**src/rtl/rca_seq_pkg.sv**
```systemverilog
// Shared definitions for the nibble-serial adder sequencer.
package rca_seq_pkg;

   // Width of one pass through the rca4 datapath.
   localparam int unsigned NIB_W = 4;

   // Sequencer states; encoding kept identical to the legacy 2-bit values.
   typedef enum logic [1:0] {
      IDLE = 2'd0,
      RUN  = 2'd1,
      DONE = 2'd2
   } state_e;

   // Nibble index counter width: clog2(nibbles), never below one bit.
   function automatic int unsigned idx_width(input int unsigned nibbles);
      return (nibbles > 1) ? $clog2(nibbles) : 1;
   endfunction

endpackage

```
**src/rtl/rca4.sv**
```systemverilog
// 4-bit gate-level ripple-carry adder used as the sequencer's datapath.
module rca4 (
   input  logic [3:0] a,
   input  logic [3:0] b,
   input  logic       ci,
   output logic [3:0] s,
   output logic       co
);

   logic [4:0] w_c;

   assign w_c[0] = ci;

   // One full adder per bit, carry rippling upward.
   for (genvar g = 0; g < 4; g++) begin : g_fa
      logic w_p;
      assign w_p        = a[g] ^ b[g];
      assign s[g]       = w_p ^ w_c[g];
      assign w_c[g + 1] = (a[g] & b[g]) | (w_p & w_c[g]);
   end

   assign co = w_c[4];

endmodule

```
**src/rtl/rca4_serial_seq.sv**
```systemverilog
// Performs WIDTH-bit additions by driving one rca4 a nibble per clock.
module rca4_serial_seq
   import rca_seq_pkg::*;
#(
   parameter int unsigned WIDTH = 16
) (
   input  logic             clk,
   input  logic             rst_n,
   input  logic             in_valid,
   output logic             in_ready,
   input  logic [WIDTH-1:0] a_in,
   input  logic [WIDTH-1:0] b_in,
   input  logic             c_in,
   output logic             out_valid,
   input  logic             out_ready,
   output logic [WIDTH-1:0] sum_out,
   output logic             c_out,
   output logic             ovf,
   output logic             busy
);

   localparam int unsigned NIBBLES = WIDTH / NIB_W;
   localparam int unsigned IDX_W   = idx_width(NIBBLES);
   localparam logic [IDX_W-1:0] LAST_IDX = IDX_W'(NIBBLES - 1);

   if ((WIDTH % NIB_W) != 0 || WIDTH < NIB_W) begin : g_bad_width
      $error("rca4_serial_seq: WIDTH must be a non-zero multiple of 4");
   end

   state_e             r_state;
   logic [WIDTH-1:0]   r_a;
   logic [WIDTH-1:0]   r_b;
   logic [WIDTH-1:0]   r_work;
   logic [WIDTH-1:0]   r_sum;
   logic               r_carry;
   logic               r_cout;
   logic               r_ovf;
   logic [IDX_W-1:0]   r_idx;

   logic [NIB_W-1:0]   w_a;
   logic [NIB_W-1:0]   w_b;
   logic [NIB_W-1:0]   w_s;
   logic               w_co;
   logic [WIDTH-1:0]   w_sum_next;
   logic               w_ovf_next;

   // Select the operand nibbles addressed by the current index.
   always_comb begin
      w_a = '0;
      w_b = '0;
      for (int unsigned n = 0; n < NIBBLES; n++) begin
         if (r_idx == IDX_W'(n)) begin
            w_a = r_a[n*NIB_W +: NIB_W];
            w_b = r_b[n*NIB_W +: NIB_W];
         end
      end
   end

   rca4 u_rca4 (
      .a  (w_a),
      .b  (w_b),
      .ci (r_carry),
      .s  (w_s),
      .co (w_co)
   );

   // Merge the fresh nibble into the partial sum; kept apart from the
   // operand mux so the adder sits between two independent comb blocks.
   always_comb begin
      w_sum_next = r_work;
      for (int unsigned n = 0; n < NIBBLES; n++) begin
         if (r_idx == IDX_W'(n)) begin
            w_sum_next[n*NIB_W +: NIB_W] = w_s;
         end
      end
   end

   assign w_ovf_next = (r_a[WIDTH-1] == r_b[WIDTH-1]) &&
                       (w_sum_next[WIDTH-1] != r_a[WIDTH-1]);

   // Sequencer: accept operands, run one nibble per edge, hold the result.
   // The partial sum lives in r_work so the visible result only moves on
   // the final capture and otherwise keeps the previous answer.
   always_ff @(posedge clk or negedge rst_n) begin
      if (!rst_n) begin
         r_state <= IDLE;
         r_a     <= '0;
         r_b     <= '0;
         r_work  <= '0;
         r_sum   <= '0;
         r_carry <= 1'b0;
         r_cout  <= 1'b0;
         r_ovf   <= 1'b0;
         r_idx   <= '0;
      end else begin
         case (r_state)
            IDLE: begin
               if (in_valid) begin
                  r_a     <= a_in;
                  r_b     <= b_in;
                  r_carry <= c_in;
                  r_idx   <= '0;
                  r_state <= RUN;
               end
            end
            RUN: begin
               r_work  <= w_sum_next;
               r_carry <= w_co;
               if (r_idx == LAST_IDX) begin
                  r_idx   <= '0;
                  r_sum   <= w_sum_next;
                  r_cout  <= w_co;
                  r_ovf   <= w_ovf_next;
                  r_state <= DONE;
               end else begin
                  r_idx <= r_idx + 1'b1;
               end
            end
            DONE: begin
               if (out_ready) begin
                  r_state <= IDLE;
               end
            end
            default: r_state <= IDLE;
         endcase
      end
   end

   assign in_ready  = (r_state == IDLE);
   assign out_valid = (r_state == DONE);
   assign busy      = (r_state == RUN) || (r_state == DONE);
   assign sum_out   = r_sum;
   assign c_out     = r_cout;
   assign ovf       = r_ovf;

endmodule

```
**config.mk**
```make
export PLATFORM = sky130hd
export DESIGN_NAME = rca4_serial_seq
export DESIGN_NICKNAME = d
export VERILOG_FILES = /design/src/rtl/rca_seq_pkg.sv /design/src/rtl/rca4.sv /design/src/rtl/rca4_serial_seq.sv
export SDC_FILE = /design/constraint.sdc
export NUM_CORES = 1
export LEC_CHECK = 0
export CAP_MARGIN = 20
export CORE_ASPECT_RATIO = 1.2
export CORE_UTILIZATION = 47
export CTS_CLUSTER_DIAMETER = 100
export DETAILED_ROUTE_END_ITERATION = 8
export PLACE_DENSITY_LB_ADDON = 0.15
export RECOVER_POWER = 25
export SLEW_MARGIN = 30
export SYNTH_ARGS = -nofsm -noshare
export SYNTH_HDL_FRONTEND = slang
export SYNTH_SLANG_ARGS = --single-unit
```
**constraint.sdc**
```tcl
create_clock -name clk -period 3.4 [get_ports clk]
set_input_delay 0.85 -clock clk [delete_from_list [all_inputs] [get_ports clk]]
set_output_delay 0.85 -clock clk [all_outputs]
set_load 0.02 [all_outputs]
```
==> flow_summary.toml <==
[setup_path]
cp_cell_sequence = "inv_2 -> ha_2 -> nand2_1 -> o21ai_1 -> a22o_1 -> fa_2 -> fa_2 -> fa_2 -> fa_2 -> and3b_1 -> a21oi_2 -> o21ai_1"
start_kind = "flop"
cp_slowest_cell = "fa_2"
cp.required_ns = 3.61
criticalPathCategory = "flop to flop"
crit_buf_inv = 1
crit_path_max_fanout = 6
crit_top_cell = "fa_2"
crit_arrival_ns = 3.48
endpoint_kind = "flop"
max_stage_delay_ns = 0.63
crit_family = "adder cells"
r2r_setup_slack_ns = 0.13

[cells_and_area]
area_growth_pct = 28.13
drive_gt1_share_pct = 21.88
n_fill_cell = 514
fin_cells = 414
antenna_cells = 0
layout.nets = 372

[die]
coreArea_um2 = 6566
num_rows = 32
ios = 58
dieArea_um2 = 7238
initial_core_util_pct = 49.39
die_w_um = 77.83
die_y_um = 93.00

[synthesis]
ys_warn_count = 0
ys_seq_area_share_pct = 51.70
syn_area_um2 = 3243
avgSynthCellArea_um2 = 12.57
ys_ff_latch = 67
synth_cell_types = 28
synth_edf_count = 0
async_flop_share_pct = 100.0
ys.flop_type = "dfrtp_1"
synth_fp_nets = 306
synth_cells = 258

[clocking]
cts-root-buf = "clkbuf_8"
hold_buffers = 0
cts_tree = "yes"
cts_sinks = 67
cts-buffers-inserted = 9
htreeDepth = 3
clk_latency_ns = 0.34
clk_path_buf_depth = 2
path_clk_slew_ns = 0.07

[detailed_routing]
drc = 0
drt_iter0_drc = 118
drt_wl_total_um = 6325
final_antenna_net_count = 0
num_vias = 2104
routedWlPerCell_um = 15.28
first_pass_iters = 4
via_per_inst = 5.082

[sta]
clock_skew_ns = 0.009360
fmax_ghz = 0.3060
whs_ns = 0.4772
maxSlewViolCount = 0
tightest_slew_ns = 1.422
period_minus_slack_ns = 3.268
final-hold-violation-count = 0
period_share_pct = 96.11
finalWorstSetupSlack_ns = 0.1323
relSlewSlack_pct = 5.229
setup_viol = 0

[global_route]
antenna_found_initial = 0
grt_first_pass_wirelength_um = 10790
grt_pass1_vias = 2152
track_usage_pct = 20.00
grt_remaining_overflow = 0
grt_max_degree = 33

[placed_design]
post-place-ws_ns = 0.01220
gp_congestion = 0.7949
portBuffers = 57
hpwl_um = 4711
dp_cells = 397

[pwr]
power_uw = 4451
p_per_area_nw_per_um2 = 1071
switching_share_pct = 38.17
power_switching_uw = 1699
p_int_uw = 2752
p_leak_uw = 0.001900
power_frac_seq_pct = 32.4
ir_worst_vdd_uv = 570.2
combPwrFrac_pct = 53.3
clkPwrFrac_pct = 14.3

[hold_path]
hp-class = "flop to flop"

[outcome]
run_status = "complete, no violations"

[job]
maxCapViolCount = 0
placed cells by master (no fill, tap or decap), types with 2 or more instances in the layout:
master           netlist  routed
dfrtp_1               67      65
mux2_1                16      16
clkinvlp_4             0       2
o21ai_0                3       2
o31ai_1                4       4
inv_2                  0       2
a22o_1                 4       4
o21ai_1               16      17
nand3_1                5       5
and3b_1                2       2
ha_1                   7       4
buf_4                  1      11
nand2_1               33      33
nor2b_1                4       4
mux2_4                30      30
nand2b_1               3       3
a32o_1                 2       2
clkinv_2               0       3
a31oi_1                3       3
a221oi_1               4       3
mux2i_1               12      12
ha_4                   0       2
fa_2                   0       4
nor2_1                 2       2
a21oi_1               10       9
clkbuf_8               0       9
clkbuf_1               4       3
inv_1                  9       7
clkdlybuf4s50_1        0      56
dfrtp_2                0       2
per-layer routing:
layer	wire, um	global-route usage, %
met3	195	3.610
met5	0	0
met4	109	10.53
met2	3144	32.01
met1	2876	25.87
synth_stat cells (2+ instances only):
library cell	n	area [um^2]
a21oi_1	10	50.05
a221oi_1	4	35.03
a22o_1	4	35.03
a31oi_1	3	18.77
a32o_1	2	20.02
and3b_1	2	17.52
buf_2	7	35.03
buf_6	3	33.78
clkbuf_1	4	15.01
dfrtp_1	67	1677
fa_1	4	80.08
ha_1	7	87.58
inv_1	9	33.78
mux2_1	16	180.2
mux2_4	30	450.4
mux2i_1	12	120.1
nand2_1	33	123.9
nand2b_1	3	18.77
nand3_1	5	25.02
nor2_1	2	7.510
nor2b_1	4	25.02
o21ai_0	3	15.01
o21ai_1	16	80.08
o31ai_1	4	30.03
worst paths after layout:
| path | end | cells after the start | start |
|---|---|---|---|
| min in group asynchronous | sum_out[0] | 1 | rst_n |
| worst max-delay path | ovf | 12 | r_idx[0] |
| worst max register to register | ovf | 12 | r_idx[0] |
| worst min register to register | sum_out[12] | 2 | sum_out[12] |
| worst min-delay path | sum_out[12] | 2 | sum_out[12] |
| max in group asynchronous | r_idx[1] | 2 | rst_n |
sequential cells by signal, summed over array words and instances (netlist names):
signal	count
sum_out	16
r_b	16
r_carry	1
r_work	12
r_idx	2
r_a	16
ovf	1
c_out	1
r_state	2
area by class of cell:
class	count	area, um^2	share of cell area (%)
Sequential cell	67	1679	40.41
Multi-Input combinational cell	167	1489	35.83
Timing Repair Buffer	70	654.4	15.75
Clock buffer	9	123.9	2.981
Tap cell	85	106.4	2.559
Clock inverter	7	68.82	1.656
Inverter	9	33.78	0.8130
worst min-delay path, cell delays in order (launching register included):
cell     delay (ns)
dfrtp_1        0.34
nand2_1        0.05
nand2_1        0.06
repair_timing:
action / in CTS / in global routing
endpoints found under the setup margin: 1 / 4
buffers inserted: 0 / 1
pin swaps: 0 / 1
gates resized for setup: 1 / 13
power by group through the flow:
stage | clock network (uW) | logic (uW) | registers [uW]
CTS | 655 | 2340 | 1430
global placement | 0 | 2270 | 1430
detailed placement | 0 | 2320 | 1440
global route | 693 | 2620 | 1490
finish | 637 | 2370 | 1440
floorplan | 0 | 1600 | 1470
logic make-up (layout without fill, tap and decap cells):
logic type                 count (synthesis)  after routing  share of synthesized area, %
DFF                                       67             67                         51.70
and+or+nand+nor                           52             52                         7.369
adders and majority gates                 11             11                         5.170
muxes                                     58             58                         23.15
AOI/OAI and AO/OA                         46             46                         8.758
buffers and inverters                     24             95                         3.858
per-stage QoR:
stage / cell area, um^2 / util [%] / setup TNS (ns)
finish: 4155 / 63.28 / 0
global route: 4155 / 63.28 / -0.003810
CTS: 4114 / 62.65 / 0
detailed placement: 3919 / 59.68 / 0
global placement: 3919 / 59.68 / 0
floorplan: 3267 / - / 0
No activity file was read; power rests on OpenSTA's default activity.
